`src/rtl/topk_sorter_pkg.sv`:
```
// Shared project package for the k-nearest-neighbour datapath.
// Holds the candidate entry type, its field widths, and the default list depth.
//   B         : distance width (unsigned)
//   F         : coordinate field width (x, y, z)
//   A         : point address width
//   DEFAULT_K : default number of neighbours retained
package topk_sorter_pkg;
  localparam int B         = 16;
  localparam int F         = 12;
  localparam int A         = 10;
  localparam int DEFAULT_K = 8;

  typedef struct packed {
    logic         valid;
    logic [B-1:0] distance;
    logic [F-1:0] x;
    logic [F-1:0] y;
    logic [F-1:0] z;
    logic [A-1:0] addr;
  } knn_entry_t;

  // Cleared slot: invalid, with the largest possible distance so it never
  // wins a compare against a retained entry.
  localparam knn_entry_t EMPTY_ENTRY = '{
    valid:    1'b0,
    distance: {B{1'b1}},
    x:        {F{1'b0}},
    y:        {F{1'b0}},
    z:        {F{1'b0}},
    addr:     {A{1'b0}}
  };
endpackage

```
`src/rtl/topk_cell.sv`:
```
// One slot of the sorted top-K list.
// Ports:
//   clock, reset   : clock, synchronous active-high reset
//   clear          : empty the slot (new query)
//   ins            : a valid candidate is being inserted this cycle
//   take_prev      : the slot above has been displaced (shift in from above)
//   new_entry      : candidate being inserted
//   prev_entry     : current content of the slot above
//   take           : candidate belongs at or above this slot
//   entry          : slot content
module topk_cell
  import topk_sorter_pkg::*;
(
  input  logic       clock,
  input  logic       reset,
  input  logic       clear,
  input  logic       ins,
  input  logic       take_prev,
  input  knn_entry_t new_entry,
  input  knn_entry_t prev_entry,
  output logic       take,
  output knn_entry_t entry
);
  // Strict less-than places a new entry after retained equal distances.
  // Because the list is sorted and empty slots sit at the tail, take is
  // monotonic down the list: the first slot with take=1 is the insertion point.
  assign take = !entry.valid || (new_entry.distance < entry.distance);

  always_ff @(posedge clock) begin
    if (reset || clear)
      entry <= EMPTY_ENTRY;
    else if (ins && take_prev)
      entry <= prev_entry;
    else if (ins && take)
      entry <= new_entry;
  end
endmodule

```
`src/rtl/topk_sorter.sv`:
```
// Streaming top-K sorter: keeps the K smallest-distance candidates of a
// query, sorted ascending, inserting one candidate per cycle.
// Ports:
//   clock, reset  : clock, synchronous active-high reset
//   start         : pulse, clears the list and begins a query
//   in_entry      : candidate (valid=0 is accepted but discarded)
//   in_req        : candidate presented; in_last marks the final one
//   in_ready      : block accepts candidates (ACCEPT state)
//   topk_out      : sorted list, index 0 is the nearest
//   count         : number of valid entries
//   kth_distance  : distance of slot K-1 when full, else all ones
//   done          : list final for the query; out_ack releases it
module topk_sorter
  import topk_sorter_pkg::*;
#(
  parameter int K = DEFAULT_K
) (
  input  logic                     clock,
  input  logic                     reset,
  input  logic                     start,
  input  knn_entry_t               in_entry,
  input  logic                     in_req,
  input  logic                     in_last,
  output logic                     in_ready,
  output knn_entry_t [K-1:0]       topk_out,
  output logic [$clog2(K+1)-1:0]   count,
  output logic [B-1:0]             kth_distance,
  output logic                     done,
  input  logic                     out_ack
);
  localparam int CW = $clog2(K+1);

  typedef enum logic [1:0] {S_IDLE, S_ACCEPT, S_DONE} state_t;

  state_t             state, state_nxt;
  logic               clear, xfer, ins;
  logic [K:0]         take_chain;
  knn_entry_t [K-1:0] slots, prev_e;

  // FSM: start always wins (clears and ignores any concurrent in_req).
  always_comb begin
    state_nxt = state;
    clear     = 1'b0;
    xfer      = 1'b0;
    in_ready  = 1'b0;
    done      = 1'b0;
    case (state)
      S_IDLE: begin
        if (start) begin
          clear     = 1'b1;
          state_nxt = S_ACCEPT;
        end
      end
      S_ACCEPT: begin
        in_ready = 1'b1;
        if (start) begin
          clear = 1'b1;
        end else if (in_req) begin
          xfer = 1'b1;
          if (in_last) state_nxt = S_DONE;
        end
      end
      S_DONE: begin
        done = 1'b1;
        if (start) begin
          clear     = 1'b1;
          state_nxt = S_ACCEPT;
        end else if (out_ack) begin
          state_nxt = S_IDLE;
        end
      end
      default: state_nxt = S_IDLE;
    endcase
  end

  always_ff @(posedge clock) begin
    if (reset) state <= S_IDLE;
    else       state <= state_nxt;
  end

  assign ins           = xfer && in_entry.valid;
  assign take_chain[0] = 1'b0;

  generate
    for (genvar i = 0; i < K; i++) begin : g_cell
      if (i == 0) begin : g_head
        assign prev_e[i] = EMPTY_ENTRY;
      end else begin : g_body
        assign prev_e[i] = slots[i-1];
      end
      topk_cell u_cell (
        .clock      (clock),
        .reset      (reset),
        .clear      (clear),
        .ins        (ins),
        .take_prev  (take_chain[i]),
        .new_entry  (in_entry),
        .prev_entry (prev_e[i]),
        .take       (take_chain[i+1]),
        .entry      (slots[i])
      );
    end
  endgenerate

  // The candidate lands somewhere iff the last slot would take it.
  always_ff @(posedge clock) begin
    if (reset || clear)
      count <= '0;
    else if (ins && take_chain[K] && (count != CW'(K)))
      count <= count + 1'b1;
  end

  assign topk_out     = slots;
  assign kth_distance = (count == CW'(K)) ? slots[K-1].distance : {B{1'b1}};
endmodule

```
`config.mk`:
```
export PLATFORM = sky130hd
export DESIGN_NAME = topk_sorter
export DESIGN_NICKNAME = d
export VERILOG_FILES = /design/src/rtl/topk_sorter_pkg.sv /design/src/rtl/topk_cell.sv /design/src/rtl/topk_sorter.sv
export SDC_FILE = /design/constraint.sdc
export NUM_CORES = 1
export LEC_CHECK = 0
export ABC_AREA = 1
export CAP_MARGIN = 20
export CORE_ASPECT_RATIO = 1.5
export CORE_MARGIN = 1.5
export CORE_UTILIZATION = 57
export DETAILED_ROUTE_END_ITERATION = 7
export GPL_TIMING_DRIVEN = 0
export PLACE_DENSITY = 0.84
export SLEW_MARGIN = 25
export SYNTH_ARGS = -nofsm -noshare
export SYNTH_HDL_FRONTEND = slang
export SYNTH_HIERARCHICAL = 1
export SYNTH_SLANG_ARGS = --single-unit
```
`constraint.sdc`:
```
create_clock -name clock -period 5.7 [get_ports clock]
set_clock_uncertainty 0.15 [all_clocks]
set_input_delay 0.855 -clock clock [delete_from_list [all_inputs] [get_ports clock]]
set_output_delay 0.855 -clock clock [all_outputs]
set_load 0.05 [all_outputs]
```
==> results.py, run 1 <==
metrics = {
    "drt": {
        "ant_nets": 0,
        "wl_um": 108000,
        "drt_iter0_drc": 1789,
        "drc_errors": 0,
        "wl_per_cell_um": 19.4,
        "drtPass1Iterations": 6,
        "routed-via-count": 29333,
        "vias_per_cell": 5.29,
    },
    "synthesis": {
        "synth_xor_area_share_pct": 0,
        "synth_compound_area_share_pct": 1.84,
        "synth_cell_type_count": 26,
        "yosys.area_share.simple_pct": 30.0,
        "ys_seq_elements": 510,
        "syn_avg_cell_area_um2": 7.41,
        "synth_most_common_cell": "nand2_1",
        "yosysWarnings": 6,
        "synth_edf_count": 0,
        "netlist_top_cells_count": "nand2_1 (921), nor2_1 (771), inv_1 (555), dfxtp_1 (510), mux2_2 (496)",
        "synth_area_um2": 30500,
        "synth_top_cell_area_share_pct": 33.5,
        "synthCells": 4116,
        "synth_fa_ha_area_share_pct": 5.00,
        "synth_top_family_by_area": "simple AND/OR/NAND/NOR gates",
        "synth_top_cell_by_area": "dfxtp_1",
        "synth.mux.area_fraction_pct": 18.3,
        "yosysSeqAreaShare_pct": 33.5,
        "yosys_most_used_dff": "dfxtp_1",
        "synthTopCellsByArea": "dfxtp_1 (33%), mux2_2 (18%), nand2_1 (11%)",
        "synth-async-reset-ratio_pct": 0,
    },
    "floorplanning": {
        "design.die.area_um2": 54900,
        "num_io_pins": 595,
        "fp.dieW_um": 192,
        "dieHeight_um": 286,
        "rows": 103,
        "coreArea_um2": 52700,
        "start_util_pct": 57.9,
    },
    "worst_setup_path": {
        "arrival_ns": 4.58,
        "worstSetupStartpointType": "input port",
        "critPathMaxFanout": 16,
        "critPathKind": "in -> reg",
        "critical_path.startpoint": "in_entry[61]",
        "critical_path.slowest_cell": "clkdlybuf4s50_1",
        "worstPathRequired_ns": 6.03,
        "r2r-start": "g_cell[6].u_cell/entry[61]",
        "path_cells": "clkdlybuf4s50_1 > ha_1 > nand2_1 > inv_1 > nand3_1 > nor3_1 > nand2_1 > nand2_2 > nand2_1 > nand2_2 > buf_2 > mux2_2 > nor2_1 > nor2_1",
        "cpMostUsedCell": "nand2_1",
        "slowest_delay_ns": 0.96,
        "setup.worst_path.end_class": "flop",
    },
    "job": {
        "cap_violations": 0,
    },
    "cts": {
        "cts_hold_buf": 0,
        "clk-insertion-delay-late_ns": 0.61,
        "root_buffer": "clkbuf_16",
        "cts_resized": 0,
        "cts_tree": "yes",
        "clk_pin_slew_worst_paths_ns": 0.07,
        "cts_max_level": 2,
        "numCtsBuffers": 50,
        "cts_sinks": 510,
        "postCtsSetupRepairBufs": 0,
        "cts.path.max_buffers": 3,
    },
    "cells_and_area": {
        "layout-drive-gt1-share_pct": 19.1,
        "diodes": 0,
        "layout.cells.non_filler": 5550,
        "syn_to_final_growth_pct": 29.4,
        "fin_nets": 5018,
    },
    "timing": {
        "rsz0062_at_grt": "no",
        "period_share_pct": 74.4,
        "finalCriticalPeriod_ns": 4.24,
        "finalSetupTns_ns": 0,
        "slew_viol_final": 0,
        "maxSlewHeadroom_pct": 29.5,
        "max_freq_ghz": 0.236,
        "hold_viol": 0,
        "fin_hold_ws_ns": 0.357,
        "worst_pin_slew_ns": 1.06,
        "setup_viol": 0,
    },
    "place": {
        "dp_hpwl_um": 81800,
        "dp_cells": 5457,
        "port_buffers": 594,
        "gp_congestion": 0.937,
    },
    "pwr": {
        "seq_power_share_pct": 43.1,
        "p_per_area_nw_per_um2": 214,
        "internal-power_mw": 6.28,
        "comb_power_share_pct": 11.7,
        "total_power_mw": 8.44,
        "leakagePower_nw": 20.1,
        "clock_power_share_pct": 45.3,
        "p_switching_mw": 2.16,
        "ir_drop_uv": 234,
        "p_sw_share_pct": 25.6,
    },
    "grt": {
        "grtUsageTotal_pct": 38.5,
        "antenna_found_initial": 0,
        "grt_pass1_wl_um": 162000,
        "grt_pass1_vias": 28372,
        "grt_remaining_overflow": 0,
        "grt_max_degree": 17,
    },
    "status": {
        "status": "finished clean",
    },
    "worst_hold_path": {
        "min-delay-start": "g_cell[7].u_cell/entry[59]",
        "worstHoldPathType": "reg -> reg",
    },
}
[worst paths after layout]
| path | end | slack, ns | depth (start not counted) |
|---|---|---|---|
| setup / recovery | g_cell[7].u_cell/entry[22] | 1.46 | 14 |
| hold / removal | g_cell[7].u_cell/entry[59] | 0.36 | 2 |
| setup reg to reg | g_cell[7].u_cell/entry[22] | 2.50 | 14 |
| hold reg to reg | g_cell[7].u_cell/entry[59] | 0.36 | 2 |
[cell type report]
cell class | instances | area [um2]
buffer | 210 | 1360
clock buffer | 73 | 1520
clock inverter | 20 | 359
fill | 3994 | 13200
inverter | 558 | 2090
multi-input combinational | 2901 | 17100
sequential | 510 | 10200
tap | 682 | 853
timing repair buffer | 596 | 5970
[worst max-delay path: cells and delay by family]
kind | cells | cell delay [ns]
multiplexers | 1 | 0.39
adder cells (fa/ha/maj) | 1 | 0.61
buffers and inverters | 3 | 1.42
AND/OR/NAND/NOR | 9 | 1.26
[placed cells by master (no fill, tap or decap), drive strengths merged, types with 17 or more instances in the layout]
cell              n
conb             65
buf             147
clkbuf          138
inv             558
ha              122
or2              17
dfxtp           510
nand3           277
nor2            772
clkdlybuf4s50   594
a21oi            73
mux2            496
nand2          1026
o21ai            24
[flip-flops by register name, summed over array words and instances (netlist names)]
register             cells
g_cell.u_cell/entry    504
count                    4
state                    2
[routing by layer]
layer  share of wire, %  routed length (um)  vias to the layer above  global-route usage, %
met2                 48               51700                     1180                   66.7
met3                8.4                9050                      384                   9.12
met4                8.1                8770                        0                   26.9
li1                   -                   -                    14145                      -
met1                 36               38400                    13624                   40.8
met5                  0                   0                        -                      0
[logic make-up (layout without fill, tap and decap cells)]
| kind of cell | count (synthesis) | after routing |
|---|---|---|
| multiplexers | 496 | 496 |
| AO/OA/AOI/OAI | 107 | 107 |
| adder cells (fa/ha/maj) | 122 | 122 |
| flip-flops | 510 | 510 |
| other | 2 | 65 |
| AND/OR/NAND/NOR | 2111 | 2111 |
| buffers and inverters | 768 | 1457 |
[power groups by stage]
| stage | combinational (mW) | sequential, mW | clock (mW) |
|---|---|---|---|
| 6_report | 0.985 | 3.64 | 3.82 |
| 3_5_place_dp | 0.962 | 3.71 | 0 |
| 2_1_floorplan | 0.504 | 3.83 | 0 |
| 4_1_cts | 0.971 | 3.63 | 3.85 |
| 5_1_grt | 1.05 | 3.64 | 3.99 |
| 3_3_place_gp | 0.941 | 3.71 | 0 |
[per-stage QoR]
step           cell area, um2  setup WS [ns]  utilization [%]
4_1_cts                 39500           1.62             74.9
2_1_floorplan           30700           2.87                -
3_5_place_dp            37600          0.976             71.3
3_3_place_gp            37500           1.05             71.2
6_report                39500           1.46             74.9
5_1_grt                 39500           1.44             74.9
No activity file was read; power rests on OpenSTA's default activity.
==> run 2, diff against run 1 <==
Settings changed: CORE_UTILIZATION 57 to 53, PLACE_DENSITY 0.84 to 0.78.
Clock period 5.7 ns to 4.2 ns, I/O delays scaled along.
==> results.py, run 2 (same netlist as run 1, synthesis figures left out) <==
metrics = {
    "worst_setup_path": {
        "r2r_cells": 14,
        "endpoint": "g_cell[5].u_cell/entry[60]",
        "setup.worst_path.end_class": "flop",
        "critPathMaxFanout": 16,
        "arrival_ns": 4.25,
        "critPathKind": "in -> reg",
        "worstSetupStartpointType": "input port",
        "r2r-start": "g_cell[6].u_cell/entry[61]",
        "critical_path.startpoint": "in_entry[61]",
        "reg2reg_slack_ns": 1.08,
        "worstReg2RegEnd": "g_cell[7].u_cell/entry[27]",
        "worstPathRequired_ns": 4.51,
    },
    "cells_and_area": {
        "fin_nets": 5022,
        "largest_register_ffs": 504,
        "layout_common_cells": "nand2_1 (921), nor2_1 (763), clkdlybuf4s50_1 (594)",
        "fillers": 4734,
        "largest_register": "g_cell.u_cell/entry",
        "top_regs": "g_cell.u_cell/entry (504), count (4), state (2)",
        "syn_to_final_growth_pct": 29.4,
        "layout-drive-gt1-share_pct": 19.1,
        "final_common_cell": "nand2_1",
        "diodes": 0,
    },
    "timing": {
        "max_freq_ghz": 0.254,
        "maxSlewHeadroom_pct": 29.0,
        "finalCriticalPeriod_ns": 3.93,
        "rsz0062_at_grt": "no",
        "hold_viol": 0,
        "setup_viol": 0,
        "period_share_pct": 93.7,
        "slew_viol_final": 0,
        "fin_hold_ws_ns": 0.353,
        "worst_pin_slew_ns": 1.06,
    },
    "floorplanning": {
        "rows": 107,
        "dieHeight_um": 297,
        "coreArea_um2": 56900,
        "num_io_pins": 595,
        "design.die.area_um2": 59000,
        "start_util_pct": 53.6,
        "fp.dieW_um": 199,
    },
    "drt": {
        "wl_um": 108000,
        "drt_iter0_drc": 1540,
        "drtPass1Iterations": 6,
        "ant_nets": 0,
        "drc_errors": 0,
        "routed-via-count": 28871,
        "wl_per_cell_um": 19.2,
        "vias_per_cell": 5.12,
    },
    "cts": {
        "clk-insertion-delay-late_ns": 0.61,
        "cts_hold_buf": 0,
        "cts_max_level": 2,
        "postCtsSetupRepairBufs": 0,
        "cts_resized": 0,
        "cts_sinks": 510,
        "numCtsBuffers": 52,
        "cts_tree": "yes",
        "clk_pin_slew_worst_paths_ns": 0.06,
        "root_buffer": "clkbuf_16",
        "cts.path.max_buffers": 3,
    },
    "grt": {
        "antenna_found_initial": 1,
        "grtUsageTotal_pct": 35.9,
        "grt_pass1_wl_um": 162000,
        "grt_remaining_overflow": 0,
        "grt_pass1_vias": 27776,
        "grt_max_degree": 17,
    },
    "worst_hold_path": {
        "worstHoldPathType": "reg -> reg",
    },
    "pwr": {
        "total_power_mw": 11.2,
        "seq_power_share_pct": 44.2,
        "ir_drop_uv": 298,
        "leakagePower_nw": 20.1,
        "clock_power_share_pct": 43.9,
        "internal-power_mw": 8.23,
        "p_switching_mw": 2.95,
        "comb_power_share_pct": 11.9,
        "p_per_area_nw_per_um2": 283,
        "p_sw_share_pct": 26.4,
    },
    "job": {
        "cap_violations": 0,
    },
    "place": {
        "dp_hpwl_um": 83800,
        "port_buffers": 594,
        "gp_congestion": 0.909,
    },
    "status": {
        "status": "finished clean",
    },
}
==> run 2: cell count changes in the layout (fill, tap and decap cells not counted) <==
cell / delta
clkinvlp_4: -2
buf_6: +2
inv_6: +3
bufinv_16: -6
clkinv_2: +1
clkinv_4: -1
clkbuf_8: +3
clkbuf_1: +4
==> run 2: worst max-delay path: stages <==
cell and delay (ns):
clkdlybuf4s50_1 0.97, ha_1 0.62, nand2_1 0.08, inv_1 0.05, nand3_1 0.07, nor3_1 0.19, nand2_1 0.10, nand2_2 0.12
nand2_1 0.10, nand2_2 0.35, buf_2 0.38, mux2_2 0.37, nand3_1 0.11, nand3_2 0.07
==> run 2: per-stage QoR <==
step / area (um2) / std cells / setup slack, ns / setup TNS (ns) / util, %
4_1_cts: 39500 / 5635 / 0.379 / 0 / 69.4
3_5_place_dp: 37700 / 5540 / -0.246 / -43.82 / 66.3
5_1_grt: 39500 / 5635 / 0.0991 / 0 / 69.4
2_1_floorplan: 30700 / 4179 / 1.48 / 0 / -
3_3_place_gp: 37600 / 5536 / -0.228 / -43.78 / 66.1
6_report: 39500 / 5635 / 0.265 / 0 / 69.4
==> run 2: cell type report <==
cell class / instances / area [um2] / area share (%)
Multi-Input combinational cell: 2901 / 17100 / 43.3
Sequential cell: 510 / 10200 / 25.9
Timing Repair Buffer: 598 / 5990 / 15.2
Inverter: 558 / 2090 / 5.31
Clock buffer: 80 / 1580 / 4.00
Buffer: 210 / 1360 / 3.45
Tap cell: 763 / 955 / 2.42
Clock inverter: 15 / 186 / 0.472
==> run 2: worst min path at each step <==
stage	from	to	slack, ns	cells past startpoint
after global placement	count[3]	count[3]	0.33	2
after detailed placement	g_cell[2].u_cell/entry[46]	g_cell[2].u_cell/entry[46]	0.35	2
after global routing	g_cell[5].u_cell/entry[57]	g_cell[5].u_cell/entry[57]	0.38	2
final	g_cell[5].u_cell/entry[46]	g_cell[5].u_cell/entry[46]	0.35	2
after CTS	g_cell[5].u_cell/entry[46]	g_cell[5].u_cell/entry[46]	0.35	2
after floorplan	state[0]	state[0]	0.42	3
==> run 2: metal layers <==
metal / up-vias / routed length [um] / global-route usage [%] / part of all wire, %
li1: 14140 / - / - / -
met1: 13338 / 39100 / 38.2 / 36
met2: 1042 / 52800 / 62.8 / 49
met3: 351 / 7960 / 7.56 / 7.4
met4: 0 / 8390 / 24.5 / 7.7
met5: - / 0 / 0 / 0
==> run 2: power by group through the flow <==
| stage | combinational [mW] | clock, mW | sequential (mW) |
|---|---|---|---|
| after floorplan | 0.684 | 0 | 5.19 |
| after global placement | 1.28 | 0 | 5.04 |
| after detailed placement | 1.31 | 0 | 5.04 |
| after CTS | 1.32 | 4.96 | 4.93 |
| after global routing | 1.43 | 5.14 | 4.94 |
| final | 1.33 | 4.91 | 4.94 |
